**src/rtl/triple_pkg.sv**
```systemverilog
// ============================================================================
//  Module      : triple_pkg
//  Description : Shared types and constants for the triple sampler.
//  Revision    : 1.0  initial release
// ============================================================================
`default_nettype none

package triple_pkg;

    localparam int TRIPLE_LEN = 3;

    typedef enum logic [0:0] {
        EMPTY = 1'b0,
        FULL  = 1'b1
    } out_state_t;

    typedef logic [1:0] fill_cnt_t;

    // Fill count at which the next accepted sample completes a triple
    localparam fill_cnt_t c_LAST_FILL = fill_cnt_t'(TRIPLE_LEN - 1);

endpackage

`default_nettype wire

```
**src/rtl/minority_vote.sv**
```systemverilog
// ============================================================================
//  Module      : minority_vote
//  Description : 3-input minority: y=1 when at most one input is 1.
//  Revision    : 1.0  initial release
// ============================================================================
`default_nettype none

module minority_vote (
    input  logic a,
    input  logic b,
    input  logic c,
    output logic y
);

    assign y = ~((a & b) | (b & c) | (a & c));

endmodule

`default_nettype wire

```
**src/rtl/triple_sampler.sv**
```systemverilog
// ============================================================================
//  Module      : triple_sampler
//  Description : Groups serial samples into registered triples with minority
//                output and a saturating consumed-triple counter.
//                Optional output parity under TRIPLE_SAMPLER_PARITY_EN.
//  Revision    : 1.0  initial release
// ============================================================================
`default_nettype none

module triple_sampler
    import triple_pkg::*;
#(
    parameter int TCNT_W = 8
) (
    input  logic              clk,
    input  logic              reset_n,
    input  logic              clr,
    input  logic              in_bit,
    input  logic              in_valid,
    output logic              in_ready,
    output logic              a,
    output logic              b,
    output logic              c,
    output logic              y_min,
`ifdef TRIPLE_SAMPLER_PARITY_EN
    output logic              parity,
`endif
    output logic              out_valid,
    input  logic              out_ready,
    output logic [TCNT_W-1:0] tcnt
);

    out_state_t        r_state;
    out_state_t        w_state_nxt;
    fill_cnt_t         r_count;
    logic              r_stage1;
    logic              r_stage2;
    logic              r_a;
    logic              r_b;
    logic              r_c;
    logic [TCNT_W-1:0] r_tcnt;
    logic              w_accept;
    logic              w_complete;
    logic              w_handshake;
    logic              w_last;

    assign w_last      = (r_count == c_LAST_FILL);
    // Only a completing sample needs room in the output register
    assign in_ready    = ~(w_last && (r_state == FULL) && ~out_ready);
    assign w_accept    = in_valid & in_ready;
    assign w_complete  = w_accept & ~clr & w_last;
    assign out_valid   = (r_state == FULL);
    assign w_handshake = out_valid & out_ready;

    always_ff @(posedge clk or negedge reset_n) begin
        if (!reset_n) begin
            r_count  <= '0;
            r_stage1 <= 1'b0;
            r_stage2 <= 1'b0;
        end else if (clr) begin
            r_count  <= '0;
            r_stage1 <= 1'b0;
            r_stage2 <= 1'b0;
        end else if (w_accept) begin
            if (w_last) begin
                r_count <= '0;
            end else begin
                r_count <= r_count + 2'd1;
                if (r_count == 2'd0) begin
                    r_stage1 <= in_bit;
                end else begin
                    r_stage2 <= in_bit;
                end
            end
        end
    end

    always_ff @(posedge clk or negedge reset_n) begin
        if (!reset_n) begin
            r_state <= EMPTY;
        end else begin
            r_state <= w_state_nxt;
        end
    end

    always_comb begin
        w_state_nxt = r_state;
        case (r_state)
            EMPTY: begin
                if (w_complete) begin
                    w_state_nxt = FULL;
                end
            end
            FULL: begin
                if (out_ready && !w_complete) begin
                    w_state_nxt = EMPTY;
                end
            end
            default: w_state_nxt = EMPTY;
        endcase
    end

    always_ff @(posedge clk or negedge reset_n) begin
        if (!reset_n) begin
            r_a <= 1'b0;
            r_b <= 1'b0;
            r_c <= 1'b0;
        end else if (w_complete) begin
            r_a <= r_stage1;
            r_b <= r_stage2;
            r_c <= in_bit;
        end
    end

    always_ff @(posedge clk or negedge reset_n) begin
        if (!reset_n) begin
            r_tcnt <= '0;
        end else if (w_handshake && (r_tcnt != '1)) begin
            r_tcnt <= r_tcnt + 1'b1;
        end
    end

`ifdef TRIPLE_SAMPLER_PARITY_EN
    logic r_parity;

    always_ff @(posedge clk or negedge reset_n) begin
        if (!reset_n) begin
            r_parity <= 1'b0;
        end else if (w_complete) begin
            r_parity <= r_stage1 ^ r_stage2 ^ in_bit;
        end
    end

    assign parity = r_parity;
`endif

    assign a    = r_a;
    assign b    = r_b;
    assign c    = r_c;
    assign tcnt = r_tcnt;

    minority_vote u_minority (
        .a (r_a),
        .b (r_b),
        .c (r_c),
        .y (y_min)
    );

endmodule

`default_nettype wire
```
**config.mk**
```make
export PLATFORM = sky130hd
export DESIGN_NAME = triple_sampler
export DESIGN_NICKNAME = d
export VERILOG_FILES = /design/src/rtl/triple_pkg.sv /design/src/rtl/minority_vote.sv /design/src/rtl/triple_sampler.sv
export SDC_FILE = /design/constraint.sdc
export NUM_CORES = 1
export LEC_CHECK = 0
export CORE_MARGIN = 10
export CORE_UTILIZATION = 50
export DETAILED_ROUTE_END_ITERATION = 8
export GPL_TIMING_DRIVEN = 0
export HOLD_SLACK_MARGIN = 0.02
export PLACE_DENSITY = 0.81
export SYNTH_ARGS = -nofsm -noshare
export SYNTH_HDL_FRONTEND = slang
export SYNTH_HIERARCHICAL = 1
export SYNTH_SLANG_ARGS = --single-unit
```
**constraint.sdc**
```tcl
create_clock -name clk -period 3.25 [get_ports clk]
set_clock_uncertainty 0.1 [all_clocks]
set_input_delay 0.325 -clock clk [delete_from_list [all_inputs] [get_ports clk]]
set_output_delay 0.325 -clock clk [all_outputs]
set_load 0.02 [all_outputs]
```
# Word-level counts from Yosys, hierarchy flattened
# Index checks and enable logic that the tools add are counted.
# Widths: inputs -> output; s select.
dict set report totals {
  ff_bits 16
  in_bits 6
  out_inout_bits 14
  wordCells 52
}
dict set report op_classes {
  addsub 2
  n_eq_ne 4
  mux 14
  bitwise_logic 14
  reduce_logical 10
}
# cell count
set op_table {}
lappend op_table {{$mux 1} 10}
lappend op_table {{$add 8x1->8 const B} 1}
lappend op_table {{$ne 8x8->1 const B} 1}
lappend op_table {{$and 1x1->1} 7}
lappend op_table {{$mux 2} 3}
lappend op_table {{$reduce_and 3->1} 2}
lappend op_table {{$not 1->1} 5}
lappend op_table {{$logic_and 1x1->1} 4}
lappend op_table {{$ne 2x2->1 const B} 2}
lappend op_table {{$reduce_bool 2->1} 2}
lappend op_table {{$add 2x1->2 const B} 1}
lappend op_table {{$eq 2x2->1 const B} 1}
lappend op_table {{$logic_not 2->1} 1}
lappend op_table {{$or 1x1->1} 2}
lappend op_table {{$pmux 1 s2} 1}
lappend op_table {{$logic_not 1->1} 1}

# Logic depth before layout (Yosys ltp)
# Gate-level depths: netlist (run 1).
dict set report logic_depth {
  depth_word 11
  depth_mapped 5
  depth_no_buf 5
}

# Cells and area by module
# Netlist (run 1), hierarchy kept.
# module n_inst cells_each area_each_um2 seq_area_each_um2
set modules_own_cells {}
lappend modules_own_cells {triple_sampler 1 67 758.2 400.4}
lappend modules_own_cells {minority_vote 1 2 12.5 0.0}

# Least setup slack after synthesis (run 1)
# No wires, ideal clock.
dict set report synth_path {
  path_kind {register to register}
  startpoint {register r_tcnt[3], in the netlist tcnt[3]}
  endpoint {register r_tcnt[1], in the netlist tcnt[1]}
  setup_ns 0.125
  t_arrival_ns 1.320
  t_required_ns 3.025
  setup_slack_ns 1.705
  path_stages_with_launch 5
  path_buffers 0
  period_less_slack_ns 1.545
  cell_sequence {dfrtp_1 and3_4 nand3_4 o21bai_4 mux2_4}
}
dict set report synth_between {
  elab_chain_len 2
}
# element line
set synth_rtl {}
lappend synth_rtl {{from (decl)} triple_sampler.sv:41} ;# logic [TCNT_W-1:0] r_tcnt;
lappend synth_rtl {{from (signal assigned)} triple_sampler.sv:119} ;# r_tcnt <= r_tcnt + 1'b1;
lappend synth_rtl {{$ne 8x8->1} triple_sampler.sv:118} ;# end else if (w_handshake && (r_tcnt != '1)) begin
lappend synth_rtl {{$logic_and 1x1->1} triple_sampler.sv:118}
# No other way between the ends.
# A chain may end at the register's enable or synchronous reset.

# Worst setup path in the final report (run 1)
dict set report layout_path {
  startpoint {input port out_ready}
  endpoint {output port in_ready}
}
dict set report layout_between {
  elab_chain_len 3
}
# element line
set layout_rtl {}
lappend layout_rtl {{from (decl)} triple_sampler.sv:29} ;# input logic out_ready,
lappend layout_rtl {{$not 1->1} triple_sampler.sv:49} ;# assign in_ready = ~(w_last && (r_state == FULL) && ~out_ready);
lappend layout_rtl {{$logic_and 1x1->1} triple_sampler.sv:49}
lappend layout_rtl {{$not 1->1} triple_sampler.sv:49}
lappend layout_rtl {{to (decl)} triple_sampler.sv:20} ;# output logic in_ready,
# No other way between the ends.

==> results of run 1 <==
==> final timing paths <==
| kind | startpoint | endpoint | depth (start not counted) |
|---|---|---|---|
| min reg2reg | r_stage1 | a | 1 |
| max in group asynchronous | reset_n | r_stage1 | 1 |
| min in group clk | r_stage1 | a | 1 |
| min | reset_n | tcnt[6] | 1 |
| max reg2reg | tcnt[0] | tcnt[1] | 4 |
| max | out_ready | in_ready | 4 |
==> power groups by stage <==
| stage | Combinational [uW] | Sequential (uW) | Clock, uW |
|---|---|---|---|
| floorplan | 31.5 | 257 | 0 |
| global placement | 100 | 239 | 0 |
| detailed placement | 105 | 242 | 0 |
| CTS | 105 | 238 | 103 |
| global route | 112 | 241 | 113 |
| finish | 103 | 239 | 101 |
==> critical path, delay by kind of cell <==
family | cells | cell delay, ps
simple gates | 2 | 290
buf+inv | 2 | 1140
==> sequential cells by signal (all words and copies together), names as in the netlist <==
name / count
r_stage1: 1
b: 1
r_count: 2
out_valid: 1
a: 1
r_stage2: 1
tcnt: 8
c: 1
==> layout make-up <==
| cell class | count | area share [%] |
|---|---|---|
| Clock buffer | 3 | 2.24 |
| Inverter | 1 | 0.374 |
| Sequential cell | 16 | 39.9 |
| Timing Repair Buffer | 19 | 19.0 |
| Tap cell | 16 | 2.00 |
| Multi-Input combinational cell | 52 | 36.5 |
==> through the flow <==
| step | cells | power (uW) | setup WS, ps | hold slack, ps | area (sq um) |
|---|---|---|---|---|---|
| after floorplan | 69 | 289 | 1700 | -70.6 | 771 |
| after global placement | 104 | 339 | 1080 | 393 | 981 |
| after detailed placement | 104 | 347 | 1090 | 397 | 981 |
| after CTS | 107 | 447 | 1070 | 382 | 1000 |
| after global routing | 107 | 466 | 978 | 406 | 1000 |
| final | 107 | 443 | 1070 | 359 | 1000 |
==> metal layers <==
layer,up-vias,wire length [microns],part of all wire [%]
met5,-,0,0
met4,0,34,2.1
met3,4,100,6.2
met2,13,824,51
met1,294,657,41
li1,298,-,-
==> cell usage after synthesis <==
master	count	area share, %
nand4b_1	1	1.1
a21oi_1	8	5.2
nand2b_1	2	1.6
nor2b_1	2	1.6
nand2_1	8	3.9
a21bo_2	1	1.3
nand3_4	1	2.3
mux2_4	1	1.9
o21a_1	1	0.97
nand3_1	4	2.6
ha_1	1	1.6
and4_1	1	1.1
a31oi_1	3	2.4
mux2_2	4	5.8
dfrtp_1	16	52
a41oi_1	1	1.1
inv_1	1	0.49
nor3_1	1	0.65
nor2_1	3	1.5
a21o_1	1	0.97
xnor2_1	1	1.1
nor2_2	1	0.81
o211ai_1	1	0.97
nand3b_1	1	0.97
o21ai_0	1	0.65
mux2i_1	1	1.3
and3_4	1	1.5
o21bai_4	1	2.4
==> kinds of logic (layout without fill, tap and decap cells) <==
kind of cell | Yosys count | in the layout
fa+ha+maj | 1 | 1
xor+xnor | 1 | 1
buf+inv | 1 | 23
mux | 6 | 6
flops | 16 | 16
compound gates | 18 | 18
simple gates | 26 | 26
==> reports/metrics.cfg, run 1 <==
[global_routing]
grt_use_met3_pct = 3.86
grt_max_degree = 17
grt_pass1_vias = 641
grt.met1_usage_pct = 9.73
grt_pass1_wl_microns = 2750
track_usage_pct = 10.1
overflow = 0
grtUsageMet2_pct = 18.1
antenna_found_initial = 0
gr-max-usage-layer = met2

[clock_network]
postCtsSetupBuffers = 0
cts_buffers = 3
cts_tree = done
clk_pin_slew_ps = 90
clock-sinks = 16
htree_num_levels = 1
cts_resized = 0
insertion_delay_ps = 280
clk_path_buf_depth = 2
cts-hold-fix-buffers = 0
root_buffer = clkbuf_4

[place]
gp_congestion = 0.774
numPortBuffers = 19

[floorplanning]
core_area_sq_um = 1490
rows = 14
num_io_pins = 20
die_w_microns = 59.3
die-area_sq_um = 3510
die_h_microns = 59.3
start_util_pct = 51.8

[power_and_ir_drop]
p_clk_share_pct = 22.8
p_comb_share_pct = 23.3
sequentialPowerShare_pct = 54.0
intPower_uw = 314
vdd_drop_max_mv = 0.303
power.switching_uw = 128
switching_share_pct = 29.0
power-per-cell-area_nw_per_um2 = 441
leakage_uw = 0.000436

[synthesis]
yosys.area_share.simple_pct = 19.6
synth_fa_ha_area_share_pct = 1.62
synth-xor-area-share_pct = 1.14
synth-compound-area-share_pct = 16.1
ys_ff_latch = 16
synth-warning-count = 6
seq_area_frac_synth_pct = 51.9
synthMuxAreaShare_pct = 9.09
syn_area_sq_um = 771
synth_cell_types = 28
syn_avg_cell_area_sq_um = 11.2
syn-num-nets = 76
synth_top_family_by_area = simple AND/OR/NAND/NOR gates
netlist_instances = 69

[timing]
worst_pin_slew_ps = 714
maxSlewHeadroom_pct = 52.2
finalHoldViolations = 0
drv_slew = 0
tns_ps = 0
layout_min_cycle_time_ps = 2180
finalCritPeriodShare_pct = 67.1
setup_violations = 0
rsz0062_at_grt = false
max_freq_ghz = 0.459

[detailed_routing]
drc = 0
ant_nets = 0
vias = 609
dr.pass1.iters = 4
wire_per_inst_microns = 15.1
totalWireLength_microns = 1620
first_iter_violations = 6
viasPerCell = 5.69

[critical_path]
path_class = in2out
cp.arrival_ps = 1750
regToRegSetupSlack_ps = 1710
critical_path.startpoint_type = primary input
slowest_stage = clkdlybuf4s50_1
path_cells = clkdlybuf4s50_1, nand2b_1, nand2b_1, clkdlybuf4s50_1
cp_data_required_time_ps = 2820
end_kind = output pin
crit_fanout = 4
crit_path_max_incr_delay_ps = 610

[run_status]
status = finished clean

[min_path]
hp-class = in2async

[flow_run]
max-cap-violations = 0

[finish]
diodes = 0
final_common_cell = clkdlybuf4s50_1
drive_above_1_share_pct = 14.3
regArea_sq_um = 400
mostFrequentLayoutCells = clkdlybuf4s50_1 (19), dfrtp_1 (16), nand2_1 (8), a21oi_1 (8)
nFillCells = 126
area_growth_pct = 30.2
multi_input_area_sq_um = 367
post-route-util_pct = 67.4
nNetsFinal = 100

Power figures use the tool's default switching activity.
==> run 2: changes to the inputs <==
--- a/config.mk
+++ b/config.mk
@@ -6,11 +6,11 @@
 export NUM_CORES = 1
 export LEC_CHECK = 0
 export CORE_MARGIN = 10
-export CORE_UTILIZATION = 50
+export CORE_UTILIZATION = 46
 export DETAILED_ROUTE_END_ITERATION = 8
 export GPL_TIMING_DRIVEN = 0
 export HOLD_SLACK_MARGIN = 0.02
-export PLACE_DENSITY = 0.81
+export PLACE_DENSITY = 0.75
 export SYNTH_ARGS = -nofsm -noshare
 export SYNTH_HDL_FRONTEND = slang
 export SYNTH_HIERARCHICAL = 1
==> constraint.sdc (replaced) <==
create_clock -name clk -period 2.25 [get_ports clk]
set_clock_uncertainty 0.1 [all_clocks]
set_input_delay 0.225 -clock clk [delete_from_list [all_inputs] [get_ports clk]]
set_output_delay 0.225 -clock clk [all_outputs]
set_load 0.02 [all_outputs]
==> reports/metrics.cfg, run 2 (synthesis gave the netlist of run 1 again) <==
[timing]
worst_pin_slew_ps = 708  ; -6.32 ps
finalHoldViolations = 0  ; unchanged
tns_ps = 0  ; unchanged
layout_min_cycle_time_ps = 1970
finalCritPeriodShare_pct = 87.7
maxSlewHeadroom_pct = 52.7  ; +0.42 points
drv_slew = 0  ; unchanged
rsz0062_at_grt = false
setup_violations = 0  ; unchanged
max_freq_ghz = 0.506

[clock_network]
cts_buffers = 3  ; unchanged
cts_tree = done
insertion_delay_ps = 280  ; about the same
root_buffer = clkbuf_4
clk_pin_slew_ps = 90  ; about the same
clk_path_buf_depth = 2  ; unchanged
htree_num_levels = 1  ; unchanged
postCtsSetupBuffers = 0  ; unchanged
cts-hold-fix-buffers = 0  ; unchanged
cts_resized = 0  ; unchanged
clock-sinks = 16  ; unchanged

[finish]
diodes = 0  ; unchanged
mostFrequentLayoutCells = clkdlybuf4s50_1 (19), dfrtp_1 (16), nand2_1 (8), a21oi_1 (8)
drive_above_1_share_pct = 15.2  ; +0.93 points
nNetsFinal = 100  ; unchanged
largest_reg_flops = 8  ; unchanged
area_growth_pct = 32.0
final_common_cell = clkdlybuf4s50_1

[global_routing]
track_usage_pct = 8.97  ; -1.1 points
antenna_found_initial = 0  ; unchanged
grt_max_degree = 17  ; unchanged
grt_pass1_vias = 598  ; -6.7%
overflow = 0  ; unchanged
grt_pass1_wl_microns = 2600  ; -5.5%

[floorplanning]
die_h_microns = 60.9  ; +2.8%
num_io_pins = 20  ; unchanged
die_w_microns = 60.9  ; +2.8%
core_area_sq_um = 1540  ; +3.5%
die-area_sq_um = 3710  ; +5.7%
start_util_pct = 50.0  ; -1.8 points
rows = 14  ; unchanged

[detailed_routing]
wire_per_inst_microns = 14.3  ; -5.6%
vias = 612  ; +0.49%
ant_nets = 0  ; unchanged
viasPerCell = 5.67  ; -0.44%
totalWireLength_microns = 1540  ; -4.7%
drc = 0  ; unchanged
first_iter_violations = 4  ; -2
dr.pass1.iters = 4  ; unchanged

[place]
numPortBuffers = 19  ; unchanged
dpl.hpwl_microns = 1210
gp_congestion = 0.803  ; +3.7%

[power_and_ir_drop]
leakage_uw = 0.000443  ; +1.7%
totalPowerFinal_uw = 674  ; +52%
power-per-cell-area_nw_per_um2 = 663  ; +50%
vdd_drop_max_mv = 0.513  ; +69%

[critical_path]
cp_data_required_time_ps = 1920  ; -900 ps
reg2reg_to = tcnt[1]
rr_startpoint = tcnt[0]
worstRegToRegCells = 4  ; unchanged
critical_path.startpoint_type = primary input
path_class = in2out
crit_fanout = 4  ; unchanged
end_kind = output pin
cp.arrival_ps = 1650  ; -100 ps
regToRegSetupSlack_ps = 730  ; -980 ps

[flow_run]
max-cap-violations = 0  ; unchanged

[run_status]
status = finished clean

[min_path]
hp-class = in2async

run 2: cell count changes in the layout (fill, tap and decap cells not counted):
| cell | change |
|---|---|
| clkbuf_8 | +1 |
run 2: cell type report:
cell class | instances | area, sq um
sequential | 16 | 400
timing repair buffer | 19 | 190
clock buffer | 4 | 36.3
fill | 132 | 524
tap | 16 | 20.0
multi-input combinational | 52 | 367
inverter | 1 | 3.75
run 2: worst max-delay path, stage by stage:
cell	delay [ps]
clkdlybuf4s50_1	510
nand2b_1	170
nand2b_1	140
clkdlybuf4s50_1	610
run 2: per-stage QoR:
| step | hold slack [ps] | instance area [sq um] | utilization [%] | instances | worst slack (ps) |
|---|---|---|---|---|---|
| 3_5_place_dp | 405 | 981 | 63.6 | 104 | 285 |
| 3_3_place_gp | 401 | 981 | 63.6 | 104 | 282 |
| 2_1_floorplan | -171 | 771 | - | 69 | 705 |
| 4_1_cts | 278 | 1020 | 66.0 | 108 | 268 |
| 5_1_grt | 293 | 1020 | 66.0 | 108 | 163 |
| 6_report | 258 | 1020 | 66.0 | 108 | 276 |
run 2: metal layers:
metal	GRT usage, %	part of all wire [%]	up-vias
met5	0	0	-
met4	4.70	0.78	0
met3	2.71	6.6	4
met2	14.4	49	15
met1	10.5	44	294
li1	-	-	299
run 2: worst max path at each step:
| stage | slack, ps | to | from |
|---|---|---|---|
| after floorplan | 700 | tcnt[1] | tcnt[3] |
| after global placement | 280 | in_ready | out_ready |
| after detailed placement | 290 | in_ready | out_ready |
| after CTS | 270 | in_ready | out_ready |
| after global routing | 160 | in_ready | out_ready |
| final | 280 | in_ready | out_ready |
run 2: power breakdown:
group | total (uW) | switching [uW] | internal (uW)
clock network | 186 | 87.2 | 98.4
logic | 147 | 69.7 | 77.2
registers | 342 | 27.8 | 314
==> run 3: changes to the inputs <==
--- a/config.mk
+++ b/config.mk
@@ -5,7 +5,7 @@
 export SDC_FILE = /design/constraint.sdc
 export NUM_CORES = 1
 export LEC_CHECK = 0
-export CORE_MARGIN = 10
+export CORE_MARGIN = 8
 export CORE_UTILIZATION = 46
 export DETAILED_ROUTE_END_ITERATION = 8
 export GPL_TIMING_DRIVEN = 0
==> reports/metrics.cfg, run 3 (synthesis gave the netlist of run 1 again) <==
[finish]
mostFrequentLayoutCells = clkdlybuf4s50_1 (19), dfrtp_1 (16), nand2_1 (8), a21oi_1 (8)
nFillCells = 133  ; +0.76%
largest_reg_flops = 8  ; unchanged
fin_area_sq_um = 1020  ; unchanged
final_common_cell = clkdlybuf4s50_1
nNetsFinal = 100  ; unchanged
area_growth_pct = 32.0  ; unchanged
drive_above_1_share_pct = 15.2  ; unchanged
diodes = 0  ; unchanged

[timing]
tns_ps = 0  ; unchanged
layout_min_cycle_time_ps = 1950  ; -20.1 ps
finalHoldViolations = 0  ; unchanged
rsz0062_at_grt = false
setup_violations = 0  ; unchanged
worst_pin_slew_ps = 698  ; -9.77 ps
finalCritPeriodShare_pct = 86.9  ; -0.89 points
drv_slew = 0  ; unchanged
max_freq_ghz = 0.512  ; +1.0%
maxSlewHeadroom_pct = 53.3  ; +0.65 points

[place]
gp_congestion = 0.785  ; -2.2%
dpl.hpwl_microns = 1170  ; -3.6%
numPortBuffers = 19  ; unchanged
place_area_sq_um = 981  ; unchanged

[detailed_routing]
vias = 614  ; +0.33%
wire_per_inst_microns = 14.1  ; -1.5%
first_iter_violations = 3  ; -1
dr.pass1.iters = 4  ; unchanged
drc = 0  ; unchanged
viasPerCell = 5.69  ; +0.33%
ant_nets = 0  ; unchanged
totalWireLength_microns = 1520  ; -1.5%

[floorplanning]
rows = 14  ; unchanged
core_area_sq_um = 1540  ; unchanged
start_util_pct = 50.0  ; unchanged
die_h_microns = 56.9  ; -6.6%
die-area_sq_um = 3240  ; -13%
num_io_pins = 20  ; unchanged
die_w_microns = 56.9  ; -6.6%

[global_routing]
grt_max_degree = 17  ; unchanged
track_usage_pct = 9.59  ; +0.62 points
grt_pass1_wl_microns = 2550  ; -2.1%
gr-max-usage-layer = met2
grt_use_met3_pct = 2.88  ; +0.16 points
grt_pass1_vias = 576  ; -3.7%
grt.met1_usage_pct = 11.4  ; +0.93 points
grtUsageMet2_pct = 15.2  ; +0.78 points
overflow = 0  ; unchanged
antenna_found_initial = 0  ; unchanged

[critical_path]
rr_startpoint = tcnt[0]
worstRegToRegCells = 4  ; unchanged
path_buf_inv = 2  ; unchanged
slowest_stage = clkdlybuf4s50_1
cp.arrival_ps = 1630  ; -20 ps
cp_data_required_time_ps = 1920  ; about the same
reg2reg_to = tcnt[1]
critPathLaunch = out_ready
crit_fanout = 4  ; unchanged
end_kind = output pin
crit_path_max_incr_delay_ps = 610  ; about the same
path_class = in2out
critical_path.startpoint_type = primary input
critPathTopFamily = buffers and inverters
path_cells = clkdlybuf4s50_1, nand2b_1, nand2b_1, clkdlybuf4s50_1
regToRegSetupSlack_ps = 720  ; about the same

[clock_network]
root_buffer = clkbuf_4
clock-sinks = 16  ; unchanged
cts_tree = done
clk_pin_slew_ps = 100  ; about the same
cts_resized = 0  ; unchanged
cts-hold-fix-buffers = 0  ; unchanged
insertion_delay_ps = 290  ; about the same
postCtsSetupBuffers = 0  ; unchanged
clk_path_buf_depth = 2  ; unchanged
htree_num_levels = 1  ; unchanged
cts_buffers = 3  ; unchanged

[min_path]
hp-class = in2async

[power_and_ir_drop]
power-per-cell-area_nw_per_um2 = 669  ; +0.95%
vdd_drop_max_mv = 0.423  ; -18%
leakage_uw = 0.000443  ; unchanged

[run_status]
status = finished clean

[flow_run]
max-cap-violations = 0  ; unchanged

run 3: cell counts in the layout (fill, tap and decap cells not counted):
Identical to the previous run, type by type.
run 3: cell type report:
cell class | instances | area, sq um | area share (%)
flip-flops and latches | 16 | 400 | 39.4
multi-input cells | 52 | 367 | 36.0
repair buffers | 19 | 190 | 18.7
clock buffers | 4 | 36.3 | 3.57
well taps | 16 | 20.0 | 1.97
inverters | 1 | 3.75 | 0.369
run 3: how the worst max path moves through the flow:
stage,cells after the start,to
after floorplan,4,tcnt[1]
after global placement,4,in_ready
after detailed placement,4,in_ready
after CTS,4,in_ready
after global routing,4,in_ready
final,4,in_ready
run 3: per-stage QoR:
step / utilization, % / total power [uW] / worst slack (ps) / hold slack (ps) / instances
after floorplan: - / 417 / 705 / -171 / 69
after global placement: 63.6 / 492 / 288 / 401 / 104
final: 66.0 / 681 / 296 / 244 / 108
after CTS: 66.0 / 689 / 293 / 270 / 108
after global routing: 66.0 / 714 / 236 / 318 / 108
after detailed placement: 63.6 / 494 / 298 / 407 / 104
run 3: layer usage:
layer,routed length (microns),up-vias
met5,0,-
met4,27,0
met3,76,2
met2,725,14
met1,688,295
li1,-,303
run 3: worst register-to-register path: stages, from the launching register on:
cell      delay [ps]
dfrtp_1          430
ha_1             260
nand2_1          130
o21bai_4         190
mux2_4           310
run 3: power by group:
part / total (uW) / internal (uW) / switching [uW] / leakage, uW
combinational: 145 / 77.9 / 67.3 / 0.000204
sequential: 343 / 314 / 29.3 / 0.000218
clock: 192 / 98.6 / 93.8 / 0.0000210
